### config.mk
export PLATFORM = sky130hd
export DESIGN_NAME = booth_mac_accum
export DESIGN_NICKNAME = d
export VERILOG_FILES = /design/src/rtl/booth_mac_accum_pkg.sv /design/src/rtl/booth_mac_accum_sat_add.sv /design/src/rtl/booth_mac_accum.sv
export SDC_FILE = /design/constraint.sdc
export NUM_CORES = 1
export LEC_CHECK = 0
export CAP_MARGIN = 20
export CORE_MARGIN = 2
export CORE_UTILIZATION = 50
export DETAILED_ROUTE_END_ITERATION = 7
export GPL_TIMING_DRIVEN = 0
export PLACE_DENSITY = 0.8
export REMOVE_ABC_BUFFERS = 1
export SLEW_MARGIN = 30
export SYNTH_ARGS = -nofsm -noshare
export SYNTH_HDL_FRONTEND = slang
export SYNTH_HIERARCHICAL = 1
export SYNTH_SLANG_ARGS = --single-unit
### constraint.sdc
create_clock -name clk -period 3.3 [get_ports clk]
set_input_delay 0.33 -clock clk [delete_from_list [all_inputs] [get_ports clk]]
set_output_delay 0.33 -clock clk [all_outputs]
set_load 0.005 [all_outputs]
### src/rtl/booth_mac_accum_pkg.sv
// booth_mac_accum_pkg
// Shared definitions for the accumulate half of the sequential MAC datapath:
//   - state_t      : FSM state encoding (binary)
//   - DEF_PROD_W   : default product width (multiplier c_out width)
//   - DEF_ACC_W    : default accumulator width
//   - DEF_CNT_W    : default frame-length counter width
//   - sat_max/min  : largest / smallest two's-complement value for a width
package booth_mac_accum_pkg;

  typedef enum logic [1:0] {
    ST_IDLE  = 2'd0,
    ST_ACCUM = 2'd1,
    ST_DONE  = 2'd2
  } state_t;

  localparam int DEF_PROD_W = 16;
  localparam int DEF_ACC_W  = 20;
  localparam int DEF_CNT_W  = 4;

  // Largest positive signed value representable in w bits.
  function automatic longint sat_max(input int w);
    return (longint'(1) <<< (w - 1)) - longint'(1);
  endfunction

  // Most negative signed value representable in w bits.
  function automatic longint sat_min(input int w);
    return -(longint'(1) <<< (w - 1));
  endfunction

endpackage

### src/rtl/booth_mac_accum_sat_add.sv
// sat_add_signed
// Combinational signed add of an ACC_W-bit accumulator and a PROD_W-bit
// addend, clamped to the ACC_W-bit signed range.
// Ports:
//   acc_in : ACC_W-bit signed running value
//   add_in : PROD_W-bit signed addend (sign-extended internally)
//   sum    : ACC_W-bit signed clamped result
//   sat    : high when the result was clamped
// ACC_W must be >= PROD_W.
module sat_add_signed
  import booth_mac_accum_pkg::*;
#(
  parameter int ACC_W  = DEF_ACC_W,
  parameter int PROD_W = DEF_PROD_W
) (
  input  logic signed [ACC_W-1:0]  acc_in,
  input  logic signed [PROD_W-1:0] add_in,
  output logic signed [ACC_W-1:0]  sum,
  output logic                     sat
);

  // One guard bit is enough: |acc| + |add| cannot exceed 2**ACC_W.
  localparam logic signed [ACC_W:0] MAX_W = (ACC_W + 1)'(sat_max(ACC_W));
  localparam logic signed [ACC_W:0] MIN_W = (ACC_W + 1)'(sat_min(ACC_W));

  logic signed [ACC_W:0] acc_ext;
  logic signed [ACC_W:0] add_ext;
  logic signed [ACC_W:0] wide;

  assign acc_ext = {acc_in[ACC_W-1], acc_in};
  assign add_ext = {{(ACC_W + 1 - PROD_W){add_in[PROD_W-1]}}, add_in};
  assign wide    = acc_ext + add_ext;

  always_comb begin
    sum = wide[ACC_W-1:0];
    sat = 1'b0;
    if (wide > MAX_W) begin
      sum = MAX_W[ACC_W-1:0];
      sat = 1'b1;
    end else if (wide < MIN_W) begin
      sum = MIN_W[ACC_W-1:0];
      sat = 1'b1;
    end
  end

endmodule

### src/rtl/booth_mac_accum.sv
// booth_mac_accum
// Accumulates a frame of signed products from the Booth multiplier into a
// saturating ACC_W-bit sum and offers the result on a held output handshake.
// Ports:
//   clk, reset          : clock, synchronous active-high reset
//   start, frame_len    : begin a frame (IDLE only); length 0 means 2**CNT_W
//   prod_in, in_valid   : product stream; in_ready is high only in ACCUM
//   acc_out, out_valid  : frame result, held in DONE until out_ready
//   ovf                 : sticky saturation flag for the current/last frame
//   busy                : high in ACCUM or DONE
module booth_mac_accum
  import booth_mac_accum_pkg::*;
#(
  parameter int PROD_W = DEF_PROD_W,
  parameter int ACC_W  = DEF_ACC_W,
  parameter int CNT_W  = DEF_CNT_W
) (
  input  logic                     clk,
  input  logic                     reset,
  input  logic                     start,
  input  logic [CNT_W-1:0]         frame_len,
  input  logic signed [PROD_W-1:0] prod_in,
  input  logic                     in_valid,
  output logic                     in_ready,
  output logic signed [ACC_W-1:0]  acc_out,
  output logic                     out_valid,
  input  logic                     out_ready,
  output logic                     ovf,
  output logic                     busy
);

  state_t                   state_q, state_d;
  logic signed [ACC_W-1:0]  acc_q, acc_d;
  logic                     ovf_q, ovf_d;
  // One extra bit so a full 2**CNT_W frame is representable without wrap.
  logic [CNT_W:0]           cnt_q, cnt_d;
  logic [CNT_W:0]           len_q, len_d;

  logic signed [ACC_W-1:0]  sum;
  logic                     sat;
  logic [CNT_W:0]           cnt_inc;
  logic                     accept;

  sat_add_signed #(
    .ACC_W  (ACC_W),
    .PROD_W (PROD_W)
  ) u_sat_add (
    .acc_in (acc_q),
    .add_in (prod_in),
    .sum    (sum),
    .sat    (sat)
  );

  assign accept  = in_valid && (state_q == ST_ACCUM);
  assign cnt_inc = cnt_q + 1'b1;

  // State and datapath registers.
  always_ff @(posedge clk) begin
    if (reset) begin
      state_q <= ST_IDLE;
      acc_q   <= '0;
      ovf_q   <= 1'b0;
      cnt_q   <= '0;
      len_q   <= '0;
    end else begin
      state_q <= state_d;
      acc_q   <= acc_d;
      ovf_q   <= ovf_d;
      cnt_q   <= cnt_d;
      len_q   <= len_d;
    end
  end

  // Next-state and datapath update.
  always_comb begin
    state_d = state_q;
    acc_d   = acc_q;
    ovf_d   = ovf_q;
    cnt_d   = cnt_q;
    len_d   = len_q;
    unique case (state_q)
      ST_IDLE: begin
        if (start) begin
          len_d   = (frame_len == '0) ? ((CNT_W + 1)'(1) << CNT_W)
                                      : {1'b0, frame_len};
          acc_d   = '0;
          ovf_d   = 1'b0;
          cnt_d   = '0;
          state_d = ST_ACCUM;
        end
      end
      ST_ACCUM: begin
        if (accept) begin
          acc_d = sum;
          ovf_d = ovf_q | sat;
          cnt_d = cnt_inc;
          if (cnt_inc == len_q) begin
            state_d = ST_DONE;
          end
        end
      end
      ST_DONE: begin
        // A start coinciding with this handshake is deliberately dropped.
        if (out_ready) begin
          state_d = ST_IDLE;
        end
      end
      default: begin
        state_d = ST_IDLE;
      end
    endcase
  end

  // Outputs.
  always_comb begin
    in_ready  = (state_q == ST_ACCUM);
    out_valid = (state_q == ST_DONE);
    busy      = (state_q == ST_ACCUM) || (state_q == ST_DONE);
    acc_out   = acc_q;
    ovf       = ovf_q;
  end

endmodule

==> out/metrics.yaml <==
status: "finished, final reports clean"
layout-drive-gt1-share: 0.0902
synth.distinct_cells: 53
rrSetupSlack_ps: 260
clkSinkCount: 33
synthFlopType: "dfxtp_1"
final_util: 0.643
arrival_ps: 3390
max_slew.worst_pin.slew_ps: 727
fillCellCount: 449
die_area_um2: 5780
crit_chain: "clkdlybuf4s50_1, ha_2, inv_1, fa_1, nand2b_1, a21o_1, a31o_1, o311a_4, o22ai_4, nor2_4, o21ai_1, a22oi_1, nor2_1"
muxShareOfSynthArea: 0.00868
start_util: 0.514
layout_commonest_cell: "clkdlybuf4s50_1"
antenna_found_initial: 0
syn_area_um2: 2590
multiInputGateArea_um2: 1850
synthCells: 320
ir_drop_v: 0.000294
synthToLayoutAreaGrowth_pct: 25.0
drtAntennaViolNets: 0
fin_nets: 417
register_area_um2: 661
slowest_stage: "clkdlybuf4s50_1"
synth_fa_ha_area_frac: 0.140
cpPeakStageDelay_ps: 490
wl_per_cell_um: 14.4
total_power_mw: 1.60
fp.dieH_um: 76.0
pwr_density_cell_nw_per_um2: 495
grt_pass1_vias: 2352
antenna_cells: 0
cp-endpoint: "acc_out[17]$_SDFFE_PP0P_"
fmax_mhz: 316
insertion_delay_ps: 300
setup_viol: 0
first_pass_iters: 5
yosys.area_share.simple: 0.174
slew-limit-headroom: 0.513
portBuffers: 48
synth_edf_count: 0
h-tree-depth: 2
clockRootBuffer: "clkbuf_8"
timing.rr.end: "acc_out[17]$_SDFFE_PP0P_"
skew_ps: 11.9
gp_congestion: 0.904
clk_pin_slew_ps: 60
period_share: 0.959
grt.overflow.total: 0
hp-class: "register to register"
maxCapViolCount: 0
drc: 0
worst_setup_path_start_kind: "primary input"
drt_iter0_drc: 322
layout_common_cells: "47 x clkdlybuf4s50_1, 37 x a21oi_1, 34 x nor2_1, 33 x dfxtp_1, 24 x ha_1"
wl_mm: 6.30
critPathLaunch: "prod_in[0]"
numCtsBuffers: 5
ys_seq_area_frac: 0.255
hold_viol: 0
worstPathMaxFanout: 16
async_flop_share: 0
synthXorXnorAreaFrac: 0.0878
cts_tree: "yes"
holdWs_ps: 468
drt-vias-per-instance: 5.85
placementRows: 26
syn_avg_cell_area_um2: 8.11
grt_util_all_layers: 0.220
grt_start_max_net_pins: 34
cp.required_ps: 3520
die_w_um: 76.0
path_class: "primary input to register"
rsz0062_at_grt: "yes"
dp_hpwl_mm: 4.42
synth_compound_area_frac: 0.289
vias: 2550
synth_top_family_by_area: "compound AO/OA/AOI/OAI gates"
ioPinCount: 49
cts.path.max_buffers: 2
p_leak_nw: 1.23
timing.rr.start: "acc_out[0]$_SDFFE_PP0P_"
r2r_cells: 12
synth-seq-cells: 33
slew_viol_final: 0
core_um2: 5040
min_period_ps: 3170
critPathCaptureType: "register"
grt_pass1_wl_mm: 10.7
synth_warnings: 6
[stage by stage]
step	cells	setup WS, ps	TNS [ps]	cell area [um2]
finish	436	135	0	3240
CTS	432	37.6	0	3190
detailed placement	425	-349	-5140	3090
global route	436	-19.2	-26.9	3240
floorplan	305	435	0	2520
global placement	423	-411	-6000	3090
[worst max-delay path: cells and delay by family]
kind,cells,cell delay (ps)
AOI/OAI and AO/OA,6,1450
adders and majority gates,2,610
buffers and inverters,2,550
and+or+nand+nor,3,460
[cell type report]
class	instances	area share
well taps	70	0.0270
multi-input cells	261	0.572
inverters	12	0.0139
clock buffers	7	0.0266
repair buffers	53	0.157
flip-flops and latches	33	0.204
[registers in the layout, indices dropped and copies added (netlist names)]
| register | count |
|---|---|
| acc_out | 20 |
| cnt_q | 5 |
| len_q | 5 |
| state_q | 2 |
| ovf | 1 |
[synth_stat cells, types with 3 or more instances]
master    instances  area share
xor2_1           11       0.037
clkbuf_1         10       0.014
o211ai_1          3      0.0087
dfxtp_1          33        0.25
and3_1            3      0.0072
nor2_1           34       0.049
a21oi_1          37       0.071
a21oi_2           6       0.020
o21ai_0          18       0.035
nor3_1            4      0.0077
nand4_1           3      0.0072
nand2_1          18       0.026
nand2b_1          5       0.012
xnor2_1          15       0.051
a22oi_1          21       0.061
ha_1             25        0.12
nand3_1          10       0.019
maj3_1            3       0.012
inv_1            12       0.017
nor2b_1           3      0.0072
a21o_1            5       0.014
[where the power goes]
group	internal, mW	switching (mW)
Combinational	0.352	0.455
Clock	0.166	0.155
Sequential	0.442	0.0342
Total	0.960	0.644
[layer usage]
metal | up-vias | routed length, um | track usage
met5 | - | 0 | 0
met4 | 0 | 59 | 0.0782
met3 | 6 | 335 | 0.0415
met2 | 77 | 2980 | 0.371
met1 | 1205 | 2920 | 0.283
li1 | 1262 | - | -
[logic make-up (layout without fill, tap and decap cells)]
| kind of cell | after synthesis | count (layout) |
|---|---|---|
| muxes | 1 | 1 |
| DFF | 33 | 33 |
| adders and majority gates | 29 | 29 |
| xor gates and xnor gates | 26 | 26 |
| AOI/OAI and AO/OA | 112 | 112 |
| buffers and inverters | 27 | 72 |
| and+or+nand+nor | 92 | 93 |
[worst min path at each step]
stage,start,to,slack [ps],cells past startpoint
floorplan,reset,cnt_q[2]$_SDFFE_PP0P_,400,1
global placement,len_q[3]$_SDFFE_PP0P_,len_q[3]$_SDFFE_PP0P_,460,2
detailed placement,len_q[4]$_SDFFE_PP0P_,len_q[4]$_SDFFE_PP0P_,460,2
CTS,len_q[4]$_SDFFE_PP0P_,len_q[4]$_SDFFE_PP0P_,470,2
global route,len_q[3]$_SDFFE_PP0P_,len_q[3]$_SDFFE_PP0P_,510,2
finish,len_q[3]$_SDFFE_PP0P_,len_q[3]$_SDFFE_PP0P_,470,2
[timing repair]
item / 4_1_cts / 5_1_grt
gates resized for setup: 1 / 4
cloned: 0 / 1
buffers inserted: 0 / 3
pin swaps: 0 / 4
hold buffers: 0 / 0
endpoints found under the setup margin: 11 / 16
Power figures use the tool's default switching activity.
